### src/rtl/uart_pkg.sv
// rtl/uart_pkg.sv - shared UART state encoding and default link constants
package uart_pkg;

  localparam int DEF_CLKS_PER_BIT = 434;
  localparam int DEF_DATA_BITS    = 8;

  typedef enum logic [2:0] {
    IDLE   = 3'd0,
    START  = 3'd1,
    DATA   = 3'd2,
    PARITY = 3'd3,
    STOP   = 3'd4
  } tx_state_e;

endpackage

### src/rtl/uart_baud_counter.sv
// rtl/uart_baud_counter.sv - per-bit cycle counter, bit_end on the last cycle of each serial bit
module uart_baud_counter #(
  parameter int CLKS_PER_BIT = 434
) (
  input  logic clk,
  input  logic rst,
  input  logic clear,
  input  logic enable,
  output logic bit_end
);

  localparam int CW = (CLKS_PER_BIT > 1) ? $clog2(CLKS_PER_BIT) : 1;
  localparam logic [CW-1:0] LAST = CW'(CLKS_PER_BIT - 1);

  logic [CW-1:0] count;

  always_ff @(posedge clk or posedge rst) begin
    if (rst) begin
      count <= '0;
    end else if (clear) begin
      count <= '0;
    end else if (enable) begin
      count <= (count == LAST) ? '0 : count + 1'b1;
    end
  end

  assign bit_end = enable && !clear && (count == LAST);

endmodule

### src/rtl/uart_tx_serializer.sv
// rtl/uart_tx_serializer.sv - UART frame serializer (start, LSB-first data, optional parity, stop)
// Optional parity bit enabled by defining UART_TX_PARITY_EN.
module uart_tx_serializer
  import uart_pkg::*;
#(
  parameter int CLKS_PER_BIT = DEF_CLKS_PER_BIT,
  parameter int DATA_BITS    = DEF_DATA_BITS,
  parameter bit PARITY_ODD   = 1'b0
) (
  input  logic                 clk,
  input  logic                 rst,
  input  logic                 tx_start,
  input  logic [DATA_BITS-1:0] tx_data,
  output logic                 tx_busy,
  output logic                 tx_done,
  output logic                 serial_out
);

  localparam int IW = $clog2(DATA_BITS);
  localparam logic [IW-1:0] LAST_IDX = IW'(DATA_BITS - 1);

  tx_state_e            state, state_nxt;
  logic [DATA_BITS-1:0] shreg, shreg_nxt;
  logic [IW-1:0]        bit_idx, bit_idx_nxt;
  logic                 bit_end, accept;
  logic                 serial_nxt, busy_nxt, done_nxt;
`ifdef UART_TX_PARITY_EN
  logic                 parity_bit;
`endif

  assign accept = (state == IDLE) && tx_start;

  uart_baud_counter #(.CLKS_PER_BIT(CLKS_PER_BIT)) u_baud (
    .clk     (clk),
    .rst     (rst),
    .clear   (state == IDLE),
    .enable  (state != IDLE),
    .bit_end (bit_end)
  );

  always_ff @(posedge clk or posedge rst) begin
    if (rst) state <= IDLE;
    else     state <= state_nxt;
  end

  always_comb begin
    state_nxt = state;
    case (state)
      IDLE:   if (tx_start) state_nxt = START;
      START:  if (bit_end)  state_nxt = DATA;
      DATA: begin
        if (bit_end && (bit_idx == LAST_IDX)) begin
`ifdef UART_TX_PARITY_EN
          state_nxt = PARITY;
`else
          state_nxt = STOP;
`endif
        end
      end
      PARITY: if (bit_end)  state_nxt = STOP;
      STOP:   if (bit_end)  state_nxt = IDLE;
      default:              state_nxt = IDLE;
    endcase
  end

  // Outputs are computed from the next state so the pad flop changes together with the FSM.
  always_comb begin
    shreg_nxt   = shreg;
    bit_idx_nxt = bit_idx;
    if (accept) begin
      shreg_nxt   = tx_data;
      bit_idx_nxt = '0;
    end else if ((state == DATA) && bit_end) begin
      shreg_nxt   = shreg >> 1;
      bit_idx_nxt = bit_idx + 1'b1;
    end
    busy_nxt = (state_nxt != IDLE);
    done_nxt = (state == STOP) && bit_end;
    case (state_nxt)
      START:   serial_nxt = 1'b0;
      DATA:    serial_nxt = shreg_nxt[0];
`ifdef UART_TX_PARITY_EN
      PARITY:  serial_nxt = parity_bit;
`endif
      default: serial_nxt = 1'b1;
    endcase
  end

  always_ff @(posedge clk or posedge rst) begin
    if (rst) begin
      shreg      <= '0;
      bit_idx    <= '0;
      serial_out <= 1'b1;
      tx_busy    <= 1'b0;
      tx_done    <= 1'b0;
    end else begin
      shreg      <= shreg_nxt;
      bit_idx    <= bit_idx_nxt;
      serial_out <= serial_nxt;
      tx_busy    <= busy_nxt;
      tx_done    <= done_nxt;
    end
  end

`ifdef UART_TX_PARITY_EN
  always_ff @(posedge clk or posedge rst) begin
    if (rst)         parity_bit <= 1'b0;
    else if (accept) parity_bit <= (^tx_data) ^ PARITY_ODD;
  end
`endif

endmodule

### config.mk
export PLATFORM = sky130hd
export DESIGN_NAME = uart_tx_serializer
export DESIGN_NICKNAME = d
export VERILOG_FILES = /design/src/rtl/uart_pkg.sv /design/src/rtl/uart_baud_counter.sv /design/src/rtl/uart_tx_serializer.sv
export SDC_FILE = /design/constraint.sdc
export NUM_CORES = 1
export LEC_CHECK = 0
export BUFFER_PORTS_ARGS = -buffer_cell sky130_fd_sc_hd__buf_2
export CAP_MARGIN = 15
export CELL_PAD_IN_SITES_DETAIL_PLACEMENT = 0
export CELL_PAD_IN_SITES_GLOBAL_PLACEMENT = 2
export CORE_ASPECT_RATIO = 0.8
export CORE_MARGIN = 2
export CORE_UTILIZATION = 35
export CTS_BUF_LIST = sky130_fd_sc_hd__clkbuf_8
export DETAILED_ROUTE_END_ITERATION = 7
export PLACE_DENSITY = 0.84
export SYNTH_ARGS = -nofsm -noshare
export SYNTH_HDL_FRONTEND = slang
export SYNTH_SLANG_ARGS = --single-unit
### constraint.sdc
create_clock -name clk -period 1.75 [get_ports clk]
set_input_delay 0.175 -clock clk [delete_from_list [all_inputs] [get_ports clk]]
set_output_delay 0.175 -clock clk [all_outputs]
set_load 0.01 [all_outputs]
### After elaboration in Yosys (flattened, before gate mapping)

Cells that the tools add are included.

* add/sub/neg operators: 2
* eq/ne operators: 8
* multiplexer cells: 14
* reductions and logical operators: 12

Operator list (number)
* 9-bit 2-to-1 mux: 3
* 3-bit 2-to-1 mux: 7
* 8-bit 2-to-1 mux: 2
* 3-bit case mux with 5 select lines: 1
* 9-bit by 1-bit adder with 9-bit output (second input constant): 1
* 3-bit by 2-bit == test with 1-bit output (second input constant): 3
* 9-bit == test (second input constant): 1
* 3-bit by 1-bit == test with 1-bit output (second input constant): 2
* 3-bit == test (second input constant): 2
* 1-bit logical AND: 6
* 3-bit nonzero test: 2
* 2-bit nonzero test: 2
* 3-bit by 1-bit adder with 3-bit output (second input constant): 1
* 3-bit zero test: 1
* 1-bit case mux with 2 select lines: 1
* 1-bit zero test: 1

* register bits after elaboration: 26
* input bits: 11
* output and inout bits: 3

### Longest topological paths before layout

* word-level depth: 9
* mapped depth: 8

### Cells and area by module

From an unflattened synthesis, not the netlist that was laid out.

* cell total of the unflattened synthesis: 148
* area total of the unflattened synthesis: 1418.9 µm²

By module, submodules not included
* uart_tx_serializer: times used 1, cells an instance 90, area each 887.1 µm², seq. area each 426.7 µm²
* uart_baud_counter: times used 1, cells an instance 58, area each 531.8 µm², seq. area each 225.2 µm²

### Least setup slack after synthesis

OpenSTA, ideal clock, no wires.

* path type: register to register
* from: register u_baud.count[1]
* to: register bit_idx[0]
* arrival time: 1613 ps
* data required time: 1628 ps
* setup slack: 15 ps
* stages on the path, launching flop included: 9
* path buffers: 1
* period minus slack after synthesis: 1735 ps
* cell sequence: dfrtp_1 inv_1 ha_1 nand4b_4 or2_1 clkbuf_2 or3_4 nand3_1 o21ai_1

* longest elaborated chain between the ends: 4

Ends and longest elaborated chain
* from (decl): RTL line uart_baud_counter.sv:15 `logic [CW-1:0] count;`
* from (signal assigned): RTL line uart_baud_counter.sv:23 `count <= (count == LAST) ? '0 : count + 1'b1;`
* 9-bit == test: RTL line uart_baud_counter.sv:27 `assign bit_end = enable && !clear && (count == LAST);`
* 1-bit logical AND: RTL line uart_baud_counter.sv:27
* 1-bit logical AND: RTL line uart_tx_serializer.sv:73 `end else if ((state == DATA) && bit_end) begin`
* 2-bit nonzero test (no line)
* to (signal assigned): RTL line uart_tx_serializer.sv:98 `bit_idx <= bit_idx_nxt;`
* to (decl): RTL line uart_tx_serializer.sv:24 `logic [IW-1:0] bit_idx, bit_idx_nxt;`

Every way passes these cells.
A chain may end at the register's enable or synchronous reset.

### Final worst setup path

* from: register u_baud.count[1]
* to: register serial_out

* longest elaborated chain between the ends: 7

Ends and longest elaborated chain
* 9-bit == test (*): RTL line uart_baud_counter.sv:27
* 1-bit logical AND (*): RTL line uart_baud_counter.sv:27
* 1-bit logical AND: RTL line uart_tx_serializer.sv:52 `if (bit_end && (bit_idx == LAST_IDX)) begin`
* 3-bit 2-to-1 mux: RTL line uart_tx_serializer.sv:52
* 3-bit case mux with 5 select lines (*): RTL line uart_tx_serializer.sv:48 `case (state)`
* net state_nxt[1]: RTL line uart_tx_serializer.sv:22 `tx_state_e state, state_nxt;`
* 3-bit by 2-bit == test with 1-bit output / 3-bit by 1-bit == test with 1-bit output (equally long branches): RTL line uart_tx_serializer.sv:79 `case (state_nxt)`
* 1-bit case mux with 2 select lines (*): RTL line uart_tx_serializer.sv:79
* net serial_nxt: RTL line uart_tx_serializer.sv:26 `logic serial_nxt, busy_nxt, done_nxt;`
* to (signal assigned): RTL line uart_tx_serializer.sv:99 `serial_out <= serial_nxt;`
* to (decl): RTL line uart_tx_serializer.sv:16 `output logic serial_out`

Mark *: on every way through the listed nets, which the timed path passes. The rest lies on a longest branch. The select of a mux whose other input is x is not followed.

==> metrics.md <==
| Metric | Value |
|---|---|
| CP Class | reg2reg |
| Final net count | 162 |
| Commonest non-fill, non-tap cell in the layout | dfrtp_1 |
| Clk buf depth | 2 |
| Number of warning messages in the yosys log | 0 |
| Vias in the first global route | 916 |
| DRT antenna net count | 0 |
| Syn nets | about 140 |
| Die ar. | 4110 um2 |
| Final wirelength | 2470 um |
| Max_slew headroom | a little over 70% |
| Average size of a mapped cell | 10.36 um2 |
| Avg WL per Cell | 13.14 um |
| Clock sinks | 26 |
| Worst hold path type | in2reg |
| I/O Buffers | 13 |
| Core area | 3447 um2 |
| Leak | 0.0006816 uW |
| Crit Path Max Fanout | 4 |
| Pin count of the biggest net entering global routing | 27 |
| Critical path's slowest cell | dfrtp_1 |
| Endpoints failing setup | 0 |
| Max incr delay on CP | 0.38 ns |
| Peak Freq | around 0.6 GHz |
| GRT Resource Usage Total | a little over an eighth |
| Starting Density | between 30 and 40% |
| Placed cell area | 1416 um2 |
| # IOs | 14 |
| Clock root buffer | clkbuf_8 |
| Global-route wire length before repair | around 4200 um |
| Synth Instances | 122 |
| Share of the synthesized area in the top cell type | 49.50% |
| GRT Residual Overflow | 0 |
| H-tree depth | 1 |
| Max Cap Viol | 0 |
| Post-detailed-route DRC marker count | 0 |
| Die height | 57.75 um |
| Setup crit start kind | flip-flop |
| Diode count | 0 |
| Dominant synthesized flop cell | dfrtp_1 |
| Most frequent cells in the layout | dfrtp_1 (24), nand2_1 (16), nor2_1 (15) |
| Vias per inst | ~5.0 |
| Delay-heaviest family, CP | simple AND/OR/NAND/NOR gates |
| Final worst path period need | 1.697 ns |
| FF/Latch Area | 653.1 um2 |
| Layout cell share with drive strength beyond 1 | 26.71% |
| Slew Limit Fails | 0 |
| FILL cells | approximately 320 |
| Synth unique cells | 34 |
| Total power | 1149 uW |
| Gpl congestion | 0.8767 |
| CP Capture Type | flip-flop |
| Die Width | 71.18 um |
| CP cell instances | inv_1, ha_4, nand4b_4, or2_4, o22ai_1, and4_1, o221ai_1 |
| First-pass iteration count of the detailed router | 4 |
| Area of the multi-input gates | 595.6 um2 |
| Final Skew | 0.001584 ns |
| Largest area contributor in the netlist | dfrtp_1 |
| WP data required | 1.94 ns |
| Peak supply drop | 0.3131 mV |
| Area Overhead vs Synth | 22.28% |
| Final instance area | ~1500 um2 |
| Post-place setup slack | 0.01748 ns |
| Worst EP arrival | roughly 1.9 ns |
| Clock latency on the worst-skew pair | 0.27 ns |
| CTS tree | yes |
| Power Dens Cells | approximately 740 nW/um2 |
| Post-Syn Area | between 1000 and 1500 um2 |
| Post-synth ARST share | 100.0% |
| Routed vias | about 950 |
| Fin. Hold Viols | 0 |
| Post-synth EDFFs | 0 |
| Placed insts | 180 |
| Final worst-path cycle share | 96.95% |
| Post-DP HPWL | 1732 um |
| Non-Filler Instances | 188 |
| Final worst setup slack | approximately 0.053 ns |
| Antenna violations before repair | 0 |
| Cts bufs inserted | 3 |
| Slew @ Worst Pin | 0.4200 ns |
| Sequential-to-total area share from yosys stat | 51.58% |
| Initial DRC Count | 55 |
| Status | finished clean |
| Worst-path clk slew | 0.09 ns |
| Largest cells by area after synthesis | dfrtp_1 (50%), nand2_1 (4.8%), nor2_1 (4.8%) |
| WP buf/inv | 1 |
| # rows | 19 |
| Flops & latches, synth | 26 |
-- routing by layer --
layer | vias to the layer above | wire length [um] | part of all wire [%] | track usage, %
met5 | - | 0 | 0 | 0
met4 | 0 | 23 | 0.93 | 4.852
met3 | 2 | 87 | 3.5 | 3.130
met2 | 13 | 1110 | 45 | 20.63
met1 | 463 | 1249 | 51 | 17.82
li1 | 468 | - | - | -
-- where the power goes --
part | switching [uW] | total [uW] | internal, uW
clock | 193 | 499 | 306
combinational | 19.5 | 35.3 | 15.8
sequential | 5.08 | 615 | 609
-- synth_stat cells, types with 2 or more instances --
cell type and instances:
a22oi_1 3, o21ai_0 8, nor3_1 2, nand3_1 9
xor2_1 2, nand3b_1 2, o31ai_1 2, mux2i_1 3
xnor2_1 5, nand2_1 16, nand2b_1 2, inv_1 3
nor2_1 16, dfrtp_1 25, clkbuf_1 2, ha_1 4
-- stage by stage --
| stage | hold slack [ns] | TNS, ns | util, % |
|---|---|---|---|
| 3_5_place_dp | 0.2547 | 0 | 41.09 |
| 5_1_grt | 0.09738 | -0.02334 | 44.83 |
| 2_1_floorplan | 0.2143 | 0 | - |
| 3_3_place_gp | 0.2492 | 0 | 41.09 |
| 6_report | 0.1020 | 0 | 44.83 |
| 4_1_cts | 0.09932 | 0 | 43.52 |
-- worst paths after layout --
check | start | end | slack [ns] | depth (start not counted)
worst max register to register | u_baud.count[1]$_DFF_PP0_ | serial_out$_DFF_PP1_ | 0.05 | 7
worst max-delay path | u_baud.count[1]$_DFF_PP0_ | serial_out$_DFF_PP1_ | 0.05 | 7
worst min register to register | shreg[7]$_DFFE_PP0P_ | shreg[6]$_DFFE_PP0P_ | 0.49 | 2
min in group asynchronous | rst | shreg[3]$_DFFE_PP0P_ | 0.50 | 4
max in group asynchronous | rst | serial_out$_DFF_PP1_ | 0.95 | 4
worst min-delay path | tx_data[7] | shreg[7]$_DFFE_PP0P_ | 0.10 | 3
-- registers in the layout, summed over array words and instances, names as in the netlist --
name	flops
bit_idx	3
u_baud.count	9
serial_out	1
tx_done	1
state	3
shreg	8
tx_busy	1
-- cell type report --
class / instances / share of cell area (%)
Sequential cell: 26 / 42.27
Multi-Input combinational cell: 88 / 38.54
Timing Repair Buffer: 25 / 10.45
Tap cell: 42 / 3.401
Clock buffer: 3 / 2.672
Clock inverter: 1 / 1.943
Inverter: 3 / 0.7287
-- cells by family after synthesis --
| logic type | share of synthesized area (%) |
|---|---|
| AO/OA/AOI/OAI | 8.118 |
| AND/OR/NAND/NOR | 26.24 |
| adder cells (fa/ha/maj) | 3.961 |
| multiplexers | 2.376 |
| XOR/XNOR | 4.852 |
| flip-flops | 51.58 |
| buffers and inverters | 2.871 |
-- tightest hold or removal path: stages --
cell and delay [ns]:
buf_2 0.07, nand2_1 0.03, o21ai_0 0.06
-- timing repair --
action / 4_1_cts / 5_1_grt
hold buffers: 1 / 0
endpoints found under the hold margin: 25 / 0
gates resized for setup: 1 / 7
endpoints found under the setup margin: 4 / 8
buffers inserted: 0 / 3
pin swaps: 0 / 5
No activity file was read; power rests on OpenSTA's default activity.
